===== src/rtl/riscv_core_pc_gen.sv =====
// riscv_core_pc_gen
// Registered fetch-PC generator for the RV64I front end.
//
// It owns the fetch PC register and chooses the next PC from three sources:
// back-end redirects (highest priority, index 0 first), a return-address
// stack prediction, and a branch-predictor prediction. If none applies, it
// steps sequentially by INST_BYTES.
//
// Handshake: a PC transfers to fetch ("fire") on a cycle where
// o_pc_gen_fetch_valid and i_pc_gen_fetch_ready are both high. While valid is
// high and ready is low, o_pc_gen_fetch_pc and o_pc_gen_fetch_pred hold
// steady. Valid never drops once it has risen, except on reset.
//
// Optional feature: define RISCV_CORE_PC_GEN_RAS_EN to build the return
// address stack. Without it, push/pop are ignored and the count is 0.
//
// Ports
//   i_clk, i_rst                 clock and synchronous active-high reset
//   i_pc_gen_redirect_valid/addr per-source redirect requests and packed targets
//   i_pc_gen_bp_valid/taken/target  branch prediction for the current fetch PC
//   i_pc_gen_ras_push/pop        call/return markers for the current fetch PC
//   i_pc_gen_fetch_ready         fetch stage accepts the current PC
//   o_pc_gen_fetch_valid/pc/pred current fetch PC, its valid, and predicted flag
//   o_pc_gen_ras_count           number of valid RAS entries
module riscv_core_pc_gen #(
  parameter int                   ADDRLEN      = 64,
  parameter logic [ADDRLEN-1:0]   RESET_ADDR   = 64'h0000_0000_8000_0000,
  parameter int                   NUM_REDIRECT = 2,
  parameter int                   RAS_DEPTH    = 8,
  parameter int                   INST_BYTES   = 4
) (
  input  logic                              i_clk,
  input  logic                              i_rst,
  input  logic [NUM_REDIRECT-1:0]           i_pc_gen_redirect_valid,
  input  logic [NUM_REDIRECT*ADDRLEN-1:0]   i_pc_gen_redirect_addr,
  input  logic                              i_pc_gen_bp_valid,
  input  logic                              i_pc_gen_bp_taken,
  input  logic [ADDRLEN-1:0]                i_pc_gen_bp_target,
  input  logic                              i_pc_gen_ras_push,
  input  logic                              i_pc_gen_ras_pop,
  input  logic                              i_pc_gen_fetch_ready,
  output logic                              o_pc_gen_fetch_valid,
  output logic [ADDRLEN-1:0]                o_pc_gen_fetch_pc,
  output logic                              o_pc_gen_fetch_pred,
  output logic [$clog2(RAS_DEPTH):0]        o_pc_gen_ras_count
);

  localparam int                 CW  = $clog2(RAS_DEPTH) + 1;
  localparam logic [ADDRLEN-1:0] INC = ADDRLEN'(INST_BYTES);

  // Instructions are at least word aligned here, so the low two bits of
  // every PC load are cleared.
  function automatic logic [ADDRLEN-1:0] align(input logic [ADDRLEN-1:0] a);
    return {a[ADDRLEN-1:2], 2'b00};
  endfunction

  logic                fire;
  logic                redir_any;
  logic [ADDRLEN-1:0]  redir_addr;
  logic [ADDRLEN-1:0]  seq_pc;
  logic                ras_hit;
  logic [ADDRLEN-1:0]  ras_target;
  logic                bp_hit;
  logic [ADDRLEN-1:0]  fire_pc;

  assign fire   = o_pc_gen_fetch_valid & i_pc_gen_fetch_ready;
  assign seq_pc = o_pc_gen_fetch_pc + INC;  // wraps modulo 2^ADDRLEN
  assign bp_hit = i_pc_gen_bp_valid & i_pc_gen_bp_taken;

  // Scan from the highest index down so the lowest active index wins.
  always_comb begin
    redir_any  = 1'b0;
    redir_addr = '0;
    for (int k = NUM_REDIRECT - 1; k >= 0; k--) begin
      if (i_pc_gen_redirect_valid[k]) begin
        redir_any  = 1'b1;
        redir_addr = i_pc_gen_redirect_addr[k*ADDRLEN +: ADDRLEN];
      end
    end
  end

`ifdef RISCV_CORE_PC_GEN_RAS_EN
  localparam int               PW       = $clog2(RAS_DEPTH);
  localparam logic [CW-1:0]    RAS_FULL = CW'(RAS_DEPTH);

  logic [ADDRLEN-1:0] ras_mem [RAS_DEPTH];
  logic [PW-1:0]      ras_top;
  logic [CW-1:0]      ras_count;
  logic               ras_upd;
  logic [PW-1:0]      ras_wr_idx;

  assign ras_hit    = i_pc_gen_ras_pop & (ras_count != '0);
  assign ras_target = ras_mem[ras_top];
  assign ras_upd    = fire & ~redir_any;
  // Push+pop replaces the top entry in place; push alone writes above it.
  assign ras_wr_idx = ras_hit ? ras_top : ras_top + 1'b1;

  always_ff @(posedge i_clk) begin
    if (i_rst || redir_any) begin
      ras_top   <= '0;
      ras_count <= '0;
    end else if (ras_upd) begin
      if (i_pc_gen_ras_push && !ras_hit) begin
        ras_top <= ras_top + 1'b1;
        // When full, the oldest entry is silently overwritten.
        if (ras_count != RAS_FULL) ras_count <= ras_count + 1'b1;
      end else if (ras_hit && !i_pc_gen_ras_push) begin
        ras_top   <= ras_top - 1'b1;
        ras_count <= ras_count - 1'b1;
      end
    end
  end

  // Contents need no reset; only the pointer and count define validity.
  always_ff @(posedge i_clk) begin
    if (!i_rst && ras_upd && i_pc_gen_ras_push) ras_mem[ras_wr_idx] <= seq_pc;
  end

  assign o_pc_gen_ras_count = ras_count;
`else
  logic unused_ras;
  assign unused_ras         = i_pc_gen_ras_push ^ i_pc_gen_ras_pop;
  assign ras_hit            = 1'b0;
  assign ras_target         = '0;
  assign o_pc_gen_ras_count = '0;
`endif

  always_comb begin
    fire_pc = seq_pc;
    if (ras_hit)     fire_pc = ras_target;
    else if (bp_hit) fire_pc = i_pc_gen_bp_target;
  end

  always_ff @(posedge i_clk) begin
    if (i_rst) begin
      o_pc_gen_fetch_pc    <= align(RESET_ADDR);
      o_pc_gen_fetch_valid <= 1'b0;
      o_pc_gen_fetch_pred  <= 1'b0;
    end else if (redir_any) begin
      o_pc_gen_fetch_pc    <= align(redir_addr);
      o_pc_gen_fetch_valid <= 1'b1;
      o_pc_gen_fetch_pred  <= 1'b0;
    end else if (fire) begin
      o_pc_gen_fetch_pc    <= align(fire_pc);
      o_pc_gen_fetch_pred  <= ras_hit | bp_hit;
    end else if (!o_pc_gen_fetch_valid) begin
      // One bubble after reset release, then RESET_ADDR is offered.
      o_pc_gen_fetch_valid <= 1'b1;
    end
  end

endmodule


===== config.mk =====
export PLATFORM = sky130hd
export DESIGN_NAME = riscv_core_pc_gen
export DESIGN_NICKNAME = d
export VERILOG_FILES = /design/src/rtl/riscv_core_pc_gen.sv
export SDC_FILE = /design/constraint.sdc
export NUM_CORES = 1
export LEC_CHECK = 0
export ABC_AREA = 1
export CAP_MARGIN = 15
export CORE_MARGIN = 2
export CORE_UTILIZATION = 42
export CTS_BUF_LIST = sky130_fd_sc_hd__clkbuf_8 sky130_fd_sc_hd__clkbuf_16
export CTS_CLUSTER_DIAMETER = 150
export CTS_CLUSTER_SIZE = 24
export DETAILED_ROUTE_END_ITERATION = 8
export PLACE_DENSITY_LB_ADDON = 0.2
export SLEW_MARGIN = 10
export SYNTH_ARGS = -nofsm -noshare
export SYNTH_HDL_FRONTEND = slang
export SYNTH_SLANG_ARGS = --single-unit

===== constraint.sdc =====
create_clock -name i_clk -period 2.36 [get_ports i_clk]
set_input_delay 0.354 -clock i_clk [delete_from_list [all_inputs] [get_ports i_clk]]
set_output_delay 0.354 -clock i_clk [all_outputs]
set_load 0.02 [all_outputs]

==> impl_metrics.ini <==
[timing]
finalSetupTns_ns = 0
setup_ws_ns = 0.285
rsz0062_at_grt = no
slew_headroom_pct = 53.2
fin_skew_ns = 0.00648
max_freq_mhz = 482
setup_viol = 0
worst_slew_pin_slew_ns = 0.703
period_share_pct = 87.9
fin_crit_ns = 2.07
drv_slew = 0
hold_viol = 0
timing.hold.ws_ns = 0.411

[setup_path]
cp_slowest_cell = dfxtp_1
cp_cell_sequence = ha_1 > inv_1 > nor2_8 > nand2_2 > nor2_4 > nand2_1 > xor2_1 > nand2_1 > nand2_1 > a21oi_1
cpMostUsedCell = nand2_1
crit_path_start_kind = register
worst_setup_path_end_kind = register
path_max_fanout = 7
crit_start = o_pc_gen_fetch_pc[3]
max_stage_delay_ns = 0.40
crit_required_ns = 2.58
critPathKind = reg2reg
worstReg2RegStart = o_pc_gen_fetch_pc[3]
reg2reg_depth = 10
arrival_ns = 2.29
endpoint = o_pc_gen_fetch_pc[34]
rrSetupSlack_ns = 0.29
rr_endpoint = o_pc_gen_fetch_pc[34]

[cts]
cts_tree = built
root_buffer = clkbuf_16
path_clk_slew_ns = 0.06
post_cts_buffers = 0
cts.sinks = 64
numCtsBuffers = 9
cts_resized = 0
cts_max_level = 3
clk_latency_ns = 0.35
cts_buffer_depth = 2
cts-hold-fix-buffers = 0

[detailed_routing]
vias = 7641
vias_per_cell = 5.40
drt_iter0_drc = 784
finalWirelength_mm = 24.7
first_pass_iters = 5
wl_per_cell_um = 17.5
ant_nets = 0
drc = 0

[worst_hold_path]
hold_path_class = in2reg
holdPathStages = 4

[synth]
yosysTopAreaCell = dfxtp_1
synth_xor_xnor_area_share_pct = 4.59
synth_warnings = 0
synth_area_sq_um = 5730
synth_top_family_by_area = simple AND/OR/NAND/NOR gates
yosys_register_bits = 64
synthMuxAreaShare_pct = 0
synth_compound_area_share_pct = 20.7
synthCells = 993
async_reset_ff_share_pct = 0
synthAdderAreaFrac_pct = 0.218
synthTopCellsByArea = dfxtp_1 22%, nand2_1 16%, nor2_1 15%
synth_ff_type = dfxtp_1
yosysUniqueCellTypes = 33
synth_simple_gate_area_share_pct = 43.2
yosysSeqAreaShare_pct = 22.4
syn_area_per_cell_sq_um = 5.77
synth_top_area_share_pct = 22.4
synth-edff-count = 0

[floorplanning]
die-area_sq_um = 14600
row_count = 42
die_w_um = 121
ios = 271
core-area_sq_um = 13300
initial_core_util_pct = 43.1
dieHeight_um = 121

[place]
place_worst_setup_slack_ns = 0.346
portBuffers = 256
placed_cell_area_sq_um = 8520
dp.final_hpwl_mm = 19.5
gp_congestion = 0.986
dp.cells = 1400

[global_routing]
grt.total_usage_pct = 34.0
grt_pass1_wl_mm = 38.4
gr-total-overflow = 0
grt_max_degree = 63
antenna_found_initial = 0
grt_pass1_vias = 7198

[cells_and_area]
drive_gt1_share_pct = 5.40
syn_to_final_growth_pct = 53.8
final_cells = 1416
fillerInstances = 1262
final_nets = 1437
final_area_sq_um = 8810
final_util_pct = 66.3
antenna_cells = 0

[power_and_ir_drop]
ir_worst_vdd_mv = 0.322
leakage_nw = 3.48
power_mw = 3.64
power.density_nw_per_um2 = 414

[outcome]
status = completed

[run]
drv_cap = 0
-- cells by family after synthesis --
logic type,count (synthesis)
DFF,64
AOI/OAI and AO/OA,183
xor gates and xnor gates,30
adders and majority gates,1
buffers and inverters,126
other,1
and+or+nand+nor,588
-- placed cells by master (no fill, tap or decap), types with 14 or more instances in the layout --
cell type        netlist  routed
a21oi_1               76      76
buf_4                  6      16
nor2_1               230     230
a22o_1                24      24
nand4_1               16      16
a221oi_1              29      29
xor2_1                26      26
nand2_1              248     247
clkdlybuf4s50_1        0     254
o211ai_1              14      14
inv_1                 72      73
dfxtp_1               64      64
nand3_1               61      61
o21ai_0               20      20
-- report_power, final --
group | internal [mW] | switching (mW)
registers | 1.16 | 0.113
logic | 0.585 | 0.475
clock network | 0.788 | 0.526
total | 2.53 | 1.11
-- worst min path at each step --
| stage | from | end | slack [ns] |
|---|---|---|---|
| finish | i_pc_gen_redirect_valid[0] | o_pc_gen_fetch_pred | 0.41 |
| global route | i_pc_gen_redirect_valid[0] | o_pc_gen_fetch_pred | 0.44 |
| CTS | i_pc_gen_redirect_valid[0] | o_pc_gen_fetch_pred | 0.40 |
| detailed placement | o_pc_gen_fetch_pred | o_pc_gen_fetch_pred | 0.51 |
| global placement | o_pc_gen_fetch_pred | o_pc_gen_fetch_pred | 0.50 |
| floorplan | i_pc_gen_redirect_addr[95] | o_pc_gen_fetch_pc[31] | 0.48 |
-- synth_stat cells (8+ instances only) --
cell,number
nand2_1,248
inv_1,72
nand4_1,16
a21oi_1,76
a221oi_1,29
nor2_4,9
o21ai_0,20
dfxtp_1,64
clkbuf_1,37
nand3_1,61
a22oi_1,9
buf_2,8
a22o_1,24
a31oi_1,9
xor2_1,26
o211ai_1,14
nor2_1,230
-- registers in the layout (all words and copies together), names as in the netlist --
name                  count
o_pc_gen_fetch_pc        62
o_pc_gen_fetch_pred       1
o_pc_gen_fetch_valid      1
-- worst max-delay path, delay by kind of cell (launching register included) --
kind | cells | cell delay, ns
buf+inv | 1 | 0.15
simple gates | 6 | 0.87
fa+ha+maj | 1 | 0.29
xor+xnor | 1 | 0.17
flops | 1 | 0.40
compound gates | 1 | 0.05
-- cell type report --
cell class | instances | area, sq um | area share (%)
inverters | 75 | 282 | 3.20
repair buffers | 277 | 2770 | 31.5
clock buffers | 12 | 267 | 3.03
multi-input cells | 808 | 3970 | 45.1
clock inverters | 4 | 18.8 | 0.213
flip-flops and latches | 64 | 1280 | 14.5
well taps | 176 | 220 | 2.50
-- layer usage --
metal | GRT usage (%) | vias up | share of wire [%]
li1 | - | 3773 | -
met1 | 48.0 | 3468 | 45
met2 | 53.0 | 371 | 44
met3 | 5.71 | 29 | 8.6
met4 | 9.74 | 0 | 1.9
met5 | 0 | - | 0
No activity file was read; power rests on OpenSTA's default activity.
